--- src/rtl/fifo_pkg.sv ---
// Shared definitions for the round-robin FIFO read arbiter: default sizes,
// the pend-based state encoding and helpers for the concatenated data bus.
package fifo_pkg;

   localparam int BITNUMBER_DEF = 8;
   localparam int NUM_FIFOS_DEF = 4;

   localparam logic [0:0] IDLE = 1'b0;
   localparam logic [0:0] XFER = 1'b1;

   function automatic int srcWidth(input int numFifos);
      return (numFifos > 1) ? $clog2(numFifos) : 1;
   endfunction

   // FIFO idx occupies [idx*width +: width] of the concatenated read bus
   function automatic int sliceLsb(input int idx, input int width);
      return idx * width;
   endfunction

endpackage

--- src/rtl/rr_priority_picker.sv ---
// Combinational round-robin search: first requester at or above ptr_i,
// wrapping modulo NUM_FIFOS.
module rr_priority_picker
   import fifo_pkg::*;
#(
   parameter  int NUM_FIFOS = NUM_FIFOS_DEF,
   localparam int SRCW      = srcWidth(NUM_FIFOS)
) (
   input  logic [NUM_FIFOS-1:0] req_i,
   input  logic [SRCW-1:0]      ptr_i,
   output logic [NUM_FIFOS-1:0] grant_o,
   output logic [SRCW-1:0]      idx_o,
   output logic                 valid_o
);

   logic [SRCW-1:0] cand;

   // NUM_FIFOS is a power of two, so SRCW-bit addition wraps exactly at NUM_FIFOS.
   // Walking offsets downward lets the smallest offset from ptr_i win.
   always_comb begin
      grant_o = '0;
      idx_o   = '0;
      valid_o = 1'b0;
      cand    = '0;
      for (int k = NUM_FIFOS - 1; k >= 0; k--) begin
         cand = ptr_i + SRCW'(k);
         if (req_i[cand]) begin
            valid_o = 1'b1;
            idx_o   = cand;
         end
      end
      grant_o[idx_o] = valid_o;
   end

endmodule

--- src/rtl/fifo_rr_arbiter.sv ---
// Round-robin arbiter draining NUM_FIFOS upstream FIFOs into one output FIFO,
// one word per grant, throttled by the output FIFO's almost-full flag.
module fifo_rr_arbiter
   import fifo_pkg::*;
#(
   parameter  int BITNUMBER = BITNUMBER_DEF,
   parameter  int NUM_FIFOS = NUM_FIFOS_DEF,
   localparam int SRCW      = srcWidth(NUM_FIFOS)
) (
   input  logic                           clk,
   input  logic                           reset,
   input  logic [NUM_FIFOS-1:0]           fifo_empty,
   input  logic [NUM_FIFOS*BITNUMBER-1:0] fifo_data_out,
   output logic [NUM_FIFOS-1:0]           fifo_rd,
   input  logic                           out_almost_full,
   output logic                           out_wr,
   output logic [BITNUMBER-1:0]           out_data,
   output logic [SRCW-1:0]                out_src
);

   logic [SRCW-1:0]      ptr_q, ptr_d;
   logic [0:0]           pend_q, pend_d;
   logic [SRCW-1:0]      pendSrc_q, pendSrc_d;

   logic [NUM_FIFOS-1:0] pickGrant;
   logic [SRCW-1:0]      pickIdx;
   logic                 pickValid;
   logic                 grantFire;

   logic [BITNUMBER-1:0] words [NUM_FIFOS];

   for (genvar g = 0; g < NUM_FIFOS; g++) begin : gSlice
      assign words[g] = fifo_data_out[sliceLsb(g, BITNUMBER) +: BITNUMBER];
   end

   rr_priority_picker #(
      .NUM_FIFOS (NUM_FIFOS)
   ) uPicker (
      .req_i   (~fifo_empty),
      .ptr_i   (ptr_q),
      .grant_o (pickGrant),
      .idx_o   (pickIdx),
      .valid_o (pickValid)
   );

   // Reset gates the strobe directly so no upstream word is popped while held.
   always_comb begin
      grantFire = pickValid & ~out_almost_full & ~reset;
      fifo_rd   = grantFire ? pickGrant : '0;
      ptr_d     = grantFire ? (pickIdx + SRCW'(1)) : ptr_q;
      pend_d    = grantFire ? XFER : IDLE;
      pendSrc_d = grantFire ? pickIdx : pendSrc_q;
   end

   always_ff @(posedge clk or posedge reset) begin
      if (reset) begin
         ptr_q     <= '0;
         pend_q    <= IDLE;
         pendSrc_q <= '0;
      end else begin
         ptr_q     <= ptr_d;
         pend_q    <= pend_d;
         pendSrc_q <= pendSrc_d;
      end
   end

   // Upstream data appears one cycle after the read, aligned with pend_q.
   always_comb begin
      out_wr   = (pend_q == XFER);
      out_data = out_wr ? words[pendSrc_q] : '0;
      out_src  = pendSrc_q;
   end

endmodule

--- config.mk ---
export PLATFORM = sky130hd
export DESIGN_NAME = fifo_rr_arbiter
export DESIGN_NICKNAME = d
export VERILOG_FILES = /design/src/rtl/fifo_pkg.sv /design/src/rtl/rr_priority_picker.sv /design/src/rtl/fifo_rr_arbiter.sv
export SDC_FILE = /design/constraint.sdc
export NUM_CORES = 1
export LEC_CHECK = 0
export BUFFER_PORTS_ARGS = -buffer_cell sky130_fd_sc_hd__buf_2
export CAP_MARGIN = 20
export CORE_UTILIZATION = 25
export DETAILED_ROUTE_END_ITERATION = 8
export SLEW_MARGIN = 20
export SYNTH_ARGS = -nofsm -noshare
export SYNTH_HDL_FRONTEND = slang
export SYNTH_SLANG_ARGS = --single-unit
--- constraint.sdc ---
create_clock -name clk -period 1.52 [get_ports clk]
set_clock_uncertainty 0.15 [all_clocks]
set_input_delay 0.152 -clock clk [delete_from_list [all_inputs] [get_ports clk]]
set_output_delay 0.152 -clock clk [all_outputs]
set_load 0.01 [all_outputs]
* Yosys cells after proc, flatten, opt, wreduce, memory -nomap -nowiden *
Cells that the tools add are included.

storage, ports and cells
  word-level logic and storage cells = 46
  register bits after elaboration = 5
  bits of input ports = 39

operators by class
  bitwise logic cells = 7
  add/sub/neg operators = 4
  order comparisons = 7
  multiplexer cells = 24
  reductions and logical operators = 1

operators with widths
  cell                 number
  $mux 8               3
  $bmux 8 s2           1
  $lt 2x3->1 const B   5
  $mux 1               10
  $bmux 1 s2           4
  $mux 2               4
  $add 2x1->2 const B  2
  $add 2x2->2 const B  2
  $and 4x4->4          1
  $mux 4               1
  $not 4->4            1
  $ge 3x3->1 const B   1
  $not 2->3            1
  $and 1x1->1          2
  $demux 1 s2          1
  $ge 2x1->1 const B   1
  $not 1->1            2
  $logic_and 1x1->1    1

* Depth between registers and ports, before layout *
Gate-level depths: netlist of run 1.

  depth in word-level cells = 13
  mapped depth = 5
  mapped depth without buffers = 5

* By module *
Synthesis of run 1 repeated with hierarchy kept, for this count alone.

second synthesis, totals
  cell total of the unflattened synthesis = 78
  area total of the unflattened synthesis = 668.1 um^2

by module, submodules not included
  module              times used  cells each  seq. area each (um^2)  area an instance (um^2)
  fifo_rr_arbiter     1           50          125.1                  491.7
  rr_priority_picker  1           28          0.0                    176.4

* Worst setup path before layout of run 1 *
OpenSTA, ideal clock, no wires.

  path type = flip-flop to output port
  from = register pendSrc_q[0] (netlist: out_src[0])
  to = output port out_data[0]
  required time = 1.218 ns
  setup slack = -0.123 ns
  arrival = 1.341 ns
  buffers on the path = 1
  stages on the path, launching flop included = 4
  cell sequence = dfrtp_1 -> buf_2 -> mux4_2 -> and2_1

between the ends
  word-level cells in the longest chain between the ends = 5

ends and longest elaborated chain
  what                                        RTL line               text
  start, declared                             fifo_rr_arbiter.sv:23  logic [SRCW-1:0] pendSrc_q, pendSrc_d;
  start signal, assigned                      fifo_rr_arbiter.sv:63  pendSrc_q <= pendSrc_d;
  $not 2->3 (not written as such)             fifo_rr_arbiter.sv:70  out_data = out_wr ? words[pendSrc_q] : '0;
  $bmux 8 s2                                  fifo_rr_arbiter.sv:70
  $mux 8 (not written as such) (2 in series)  fifo_rr_arbiter.sv:70
  $mux 8                                      fifo_rr_arbiter.sv:70
  end, declared                               fifo_rr_arbiter.sv:17  output logic [BITNUMBER-1:0] out_data,

No other way between the ends. The select of a mux whose other input is x is not followed.

* Worst setup path in the final report of run 1 *
  from = register pendSrc_q[0] (netlist: out_src[0])
  to = output port out_data[2]

Same word-level chain as after synthesis.

==> results of run 1 <==
## what timing repair did
| item | in CTS | in global routing |
|---|---|---|
| resized for setup | 17 | 9 |
| hold endpoints to repair | 5 | 0 |
| cloned | 0 | 1 |
| buffers inserted | 4 | 2 |
| pin swaps | 5 | 4 |
| hold buffers | 1 | 0 |
| endpoints found under the setup margin | 16 | 16 |
## flip-flops by register name, summed over array words and instances (netlist names)
| register | flops |
|---|---|
| ptr_q | 2 |
| out_src | 2 |
| out_wr | 1 |
## report_power, final
group	internal (mW)	switching (mW)	total, mW
Combinational	0.452	0.242	0.694
Sequential	0.171	0.0669	0.238
Clock	0.0992	0.0534	0.153
Total	0.722	0.363	1.08
## worst min-delay path by stage
stage | from | end | cells after the start
floorplan | reset | out_src[0]$_DFFE_PP0P_ | 1
global placement | reset | out_wr$_DFF_PP0_ | 2
detailed placement | reset | ptr_q[1]$_DFFE_PP0P_ | 2
CTS | out_almost_full | out_src[1]$_DFFE_PP0P_ | 3
global route | out_almost_full | out_wr$_DFF_PP0_ | 3
finish | out_almost_full | out_src[1]$_DFFE_PP0P_ | 3
## cells by family after synthesis
kind of cell / share of synthesized area, %
AO/OA/AOI/OAI: 15.8
multiplexers: 33.0
flip-flops: 22.9
XOR/XNOR: 1.61
AND/OR/NAND/NOR: 22.9
buffers and inverters: 3.67
## layout make-up
type | instances | area (um2)
inverters | 3 | 11.3
well taps | 27 | 33.8
flip-flops and latches | 5 | 128
fillers | 184 | 871
clock buffers | 4 | 26.3
repair buffers | 65 | 459
multi-input cells | 39 | 473
## stage by stage
step | setup WS, ns | cell area, um2 | instances | util (%) | TNS [ns]
6_report | -0.345 | 1130 | 143 | 56.5 | -4.18
5_1_grt | -0.402 | 1130 | 143 | 56.5 | -5.19
4_1_cts | -0.345 | 1060 | 140 | 53.1 | -3.93
3_5_place_dp | -0.159 | 926 | 134 | 46.3 | -1.46
3_3_place_gp | -0.0987 | 926 | 134 | 46.3 | -1.06
2_1_floorplan | -0.0151 | 577 | 49 | - | -0.0423
## worst register-to-register path: stages (launching register included)
cell and delay (ns):
dfrtp_2 0.43, nor2b_4 0.15, a221oi_4 0.37, nand2_2 0.11, buf_4 0.16, buf_6 0.10
o21a_1 0.09
## synthesized netlist by cell type, drive strengths merged
master | n | area share (%)
inv | 3 | 2.1
nor3 | 1 | 1.8
nor3b | 2 | 2.8
o21a | 2 | 2.8
a211oi | 1 | 1.4
o21ai | 3 | 2.8
nand2 | 2 | 1.4
o21bai | 1 | 1.4
clkbuf | 1 | 0.69
and4 | 1 | 1.6
and2 | 8 | 9.2
a221oi | 1 | 4.8
buf | 1 | 0.92
a21oi | 1 | 0.92
xnor2 | 1 | 1.6
dfrtp | 5 | 23
o22a | 1 | 1.8
nor2 | 3 | 2.1
and3 | 1 | 1.4
nor2b | 2 | 2.8
mux4 | 8 | 33
## routing by layer
metal,global-route usage (%),vias up,wire length (um)
met4,1.47,0,7
met1,16.2,310,695
met2,30.6,40,985
met5,0,-,0
met3,6.92,2,174
li1,-,321,-
==> run_results.csv, run 1 <==
group,metric,value,unit
finish,layout-drive-gt1-share,84.5,%
routing,wl,1.86,mm
yosys,syn_nets,88,
hold_path,hold_path.class,"in2reg",
finish,final_common_cell,"buf_2",
floorplan,io_pins,54,
global_routing,grt_pass1_wl,3.01,mm
status,status,"finished with violations",
pwr,p_per_area,959,mW/mm2
setup_path,crit_end,"out_data[2]",
floorplan,die_area,0.00237,mm2
clock_tree,cts_root_buffer,"clkbuf_4",
setup_path,cp.arrival,1.56,ns
setup_path,path_depth,4,
clock_tree,clk_pin_slew,0.05,ns
clock_tree,cts_max_level,1,
routing,drcViolationCount,0,
sta,min_period_over_period,123,%
sta,worstMarginPinSlew,0.415,ns
clock_tree,clkSinkCount,5,
setup_path,r2r_start,"ptr_q[1]$_DFFE_PP0P_",
placement,port_buffers,53,
global_routing,overflow,0,
clock_tree,max-clock-path-buffers,2,
setup_path,ff2ff_path_depth,6,
routing,drtIter0Drc,9,
floorplan,die_h,48.7,um
sta,period_minus_slack,1.86,ns
floorplan,die-width,48.7,um
global_routing,grt_pass1_vias,717,
setup_path,r2r_end,"ptr_q[0]$_DFFE_PP0P_",
routing,wl_per_cell,13.0,um
yosys,ys_seq_elements,5,
finish,layout_common_cells,"buf_2 (44), buf_6 (13), mux4_2 (8), and2_4 (8), buf_4 (5)",
clock_tree,clock_latency,0.24,ns
setup_path,required,1.22,ns
pwr,ir_drop,0.715,mV
finish,area_growth,107,%
placement,hpwl,1.27,mm
setup_path,cp_slowest_cell,"mux4_2",
job,drv_cap,0,
routing,ant_nets,0,
setup_path,end_kind,"output port",
setup_path,crit_family,"multiplexers",
status,violations,"negative setup slack",
sta,grt_setup_unrepaired,"true",
setup_path,critPathBufInv,2,
finish,finalNetCount,156,
floorplan,initial_utilization,27.2,%
routing,first_pass_iters,4,
floorplan,coreArea,0.00200,mm2
sta,finalHoldViolCount,0,
setup_path,cp_cell_sequence,"buf_12 -> mux4_2 -> and2_4 -> buf_6",
clock_tree,cts_tree,"done",
global_routing,track_usage,15.9,%
yosys,yosysWarnings,0,
global_routing,grt_max_degree,11,
yosys,ys_types,22,
setup_path,crit_start,"out_src[0]$_DFFE_PP0P_",
yosys,ys_seq_area_share,22.9,%
sta,setup_ws,-0.345,ns
yosys,syn_inst,49,
sta,setup_violations,15,
placement,place.gp.congestion,0.833,
sta,relSlewSlack,72.2,%
setup_path,slowest_delay,0.50,ns
routing,num_vias,673,
floorplan,rows,16,
setup_path,cp_max_fo,5,
yosys,synth.avg_cell_area,11.1,um2
sta,maxSlewViolCount,0,
setup_path,start_kind,"flop",
setup_path,crit_type,"reg2out",
clock_tree,cts-buffers-inserted,3,
sta,hold_ws,0.117,ns
pwr,p_leak,0.543,nW
global_routing,antenna_found_initial,0,
pwr,totalPowerFinal,1.08,mW
yosys,syn_area,546,um2
sta,max_freq,0.536,GHz
routing,vias_per_cell,4.71,
setup_path,worst-r2r-setup-slack,-0.16,ns
finish,antenna_cells,0,
Power figures use the tool's default switching activity.
==> run 2, diff against run 1 <==
==> constraint.sdc (replaced) <==
create_clock -name clk -period 2.38 [get_ports clk]
set_clock_uncertainty 0.15 [all_clocks]
set_input_delay 0.238 -clock clk [delete_from_list [all_inputs] [get_ports clk]]
set_output_delay 0.238 -clock clk [all_outputs]
set_load 0.01 [all_outputs]
==> run 2 against run 1 <==
- the run now ends clean
- total power decreased by 53%
- clock power is 36% lower
- largest cell class unchanged
- sequential power fell by 32%
- sequential cell count did not move
- critical path type is now in2out
- critical endpoint is now fifo_rd[1]
==> run_results.csv, run 2 (same netlist as run 1, synthesis figures left out) <==
group,metric,value,unit
status,status,"complete, no violations",
clock_tree,clkSinkCount,5,
clock_tree,cts_tree,"done",
floorplan,io_pins,54,
setup_path,crit_start,"reset",
job,drv_cap,0,
setup_path,r2r_start,"ptr_q[1]$_DFFE_PP0P_",
floorplan,die-width,48.7,um
floorplan,die_area,0.00237,mm2
global_routing,track_usage,12.9,%
routing,vias_per_cell,4.57,
sta,finalHoldViolCount,0,
global_routing,grt_pass1_wl,2.38,mm
placement,dpl.cell_count,127,
clock_tree,clk_pin_slew,0.04,ns
clock_tree,max-clock-path-buffers,2,
sta,finalSetupTns,0,ns
finish,finalNetCount,145,
pwr,p_switching,180,uW
sta,max_freq,0.463,GHz
sta,maxSlewViolCount,0,
sta,relSlewSlack,64.9,%
routing,wl_per_cell,10.8,um
setup_path,crit_type,"in2out",
setup_path,cp.arrival,1.77,ns
setup_path,required,1.99,ns
routing,ant_nets,0,
routing,first_pass_iters,3,
hold_path,hold_path.class,"in2reg",
routing,drcViolationCount,0,
floorplan,initial_utilization,27.2,%
pwr,p_per_area,584,mW/mm2
hold_path,worstHoldStart,"out_almost_full",
placement,hpwl,1.21,mm
finish,layout_common_cells,"buf_2 (53), mux4_2 (8), and2_1 (8)",
routing,wl,1.42,mm
placement,place.gp.congestion,0.798,
clock_tree,cts_max_level,1,
pwr,ir_drop,0.443,mV
clock_tree,cts-buffers-inserted,3,
global_routing,grt_max_degree,11,
finish,postLayoutCoreUtil,43.6,%
setup_path,start_kind,"input port",
routing,drtIter0Drc,7,
finish,layout-drive-gt1-share,65.7,%
pwr,internal_power,330,uW
pwr,p_clk_share,19.2,%
finish,antenna_cells,0,
sta,grt_setup_unrepaired,"false",
pwr,power.share.combinational,49.3,%
setup_path,cp_max_fo,10,
placement,port_buffers,53,
floorplan,rows,16,
finish,area_growth,59.9,%
pwr,totalPowerFinal,509,uW
pwr,p_leak,0.440,nW
sta,setup_violations,0,
pwr,switching_share,35.2,%
global_routing,antenna_found_initial,0,
global_routing,grt_pass1_vias,564,
placement,place_area,836,um2
floorplan,coreArea,0.00200,mm2
setup_path,end_kind,"output port",
sta,min_period_over_period,90.8,%
sta,period_minus_slack,2.16,ns
clock_tree,cts_root_buffer,"clkbuf_4",
floorplan,die_h,48.7,um
finish,stdcell_count,132,
pwr,seqPwrFrac,31.5,%
finish,fin_area,872,um2
clock_tree,cts.repair.resized,0,
sta,worstMarginPinSlew,0.524,ns
global_routing,overflow,0,
routing,num_vias,603,
clock_tree,post_cts_buffers,0,
clock_tree,clock_latency,0.24,ns
finish,final_common_cell,"buf_2",
[run 2: cell count changes in the layout (fill, tap and decap cells not counted), sizes merged]
cell and delta:
clkbuf -1, buf -10
[run 2: timing repair]
action | in CTS | in global routing
hold buffers | 1 | 0
endpoints found under the setup margin | 0 | 0
hold endpoints to repair | 5 | 0
[run 2: cell type report]
class                   instances  area (um2)
inverters                       3        11.3
well taps                      27        33.8
flip-flops and latches          5         125
fillers                       216        1130
repair buffers                 54         275
multi-input cells              39         400
clock buffers                   4        26.3
[run 2: metal layers]
metal	track usage [%]	wire length (um)	up-vias
li1	-	-	299
met1	15.1	561	274
met2	21.3	716	30
met3	5.03	144	0
met4	4.41	0	0
met5	0	0	-
[run 2: worst paths after layout]
kind,endpoint,slack (ns),cells after the start
min in group asynchronous,ptr_q[0]$_DFFE_PP0P_,0.30,3
setup reg to reg,ptr_q[1]$_DFFE_PP0P_,0.85,5
hold reg to reg,ptr_q[0]$_DFFE_PP0P_,0.41,1
hold / removal,out_wr$_DFF_PP0_,0.07,2
setup / recovery,fifo_rd[1],0.22,6
max in group asynchronous,out_src[1]$_DFFE_PP0P_,1.61,3
[run 2: stage by stage]
step | hold WS, ns | worst slack, ns
5_1_grt | 0.0748 | 0.0265
6_report | 0.0719 | 0.219
3_5_place_dp | 0.00960 | 0.470
4_1_cts | 0.0667 | 0.181
2_1_floorplan | -0.133 | 0.651
3_3_place_gp | 0.00996 | 0.485
[run 2: worst max-delay path: stages]
cell	delay [ns]
dlygate4sd3_1	0.53
buf_2	0.13
nor3_2	0.44
nand2_1	0.17
nor2_1	0.13
buf_2	0.13
[run 2: power by group through the flow]
stage          registers [mW]  clock network (mW)  logic [mW]
5_1_grt                 0.168               0.110       0.277
6_report                0.161              0.0977       0.251
3_3_place_gp            0.163                   0       0.247
2_1_floorplan           0.129                   0       0.205
4_1_cts                 0.162               0.100       0.255
3_5_place_dp            0.163                   0       0.253
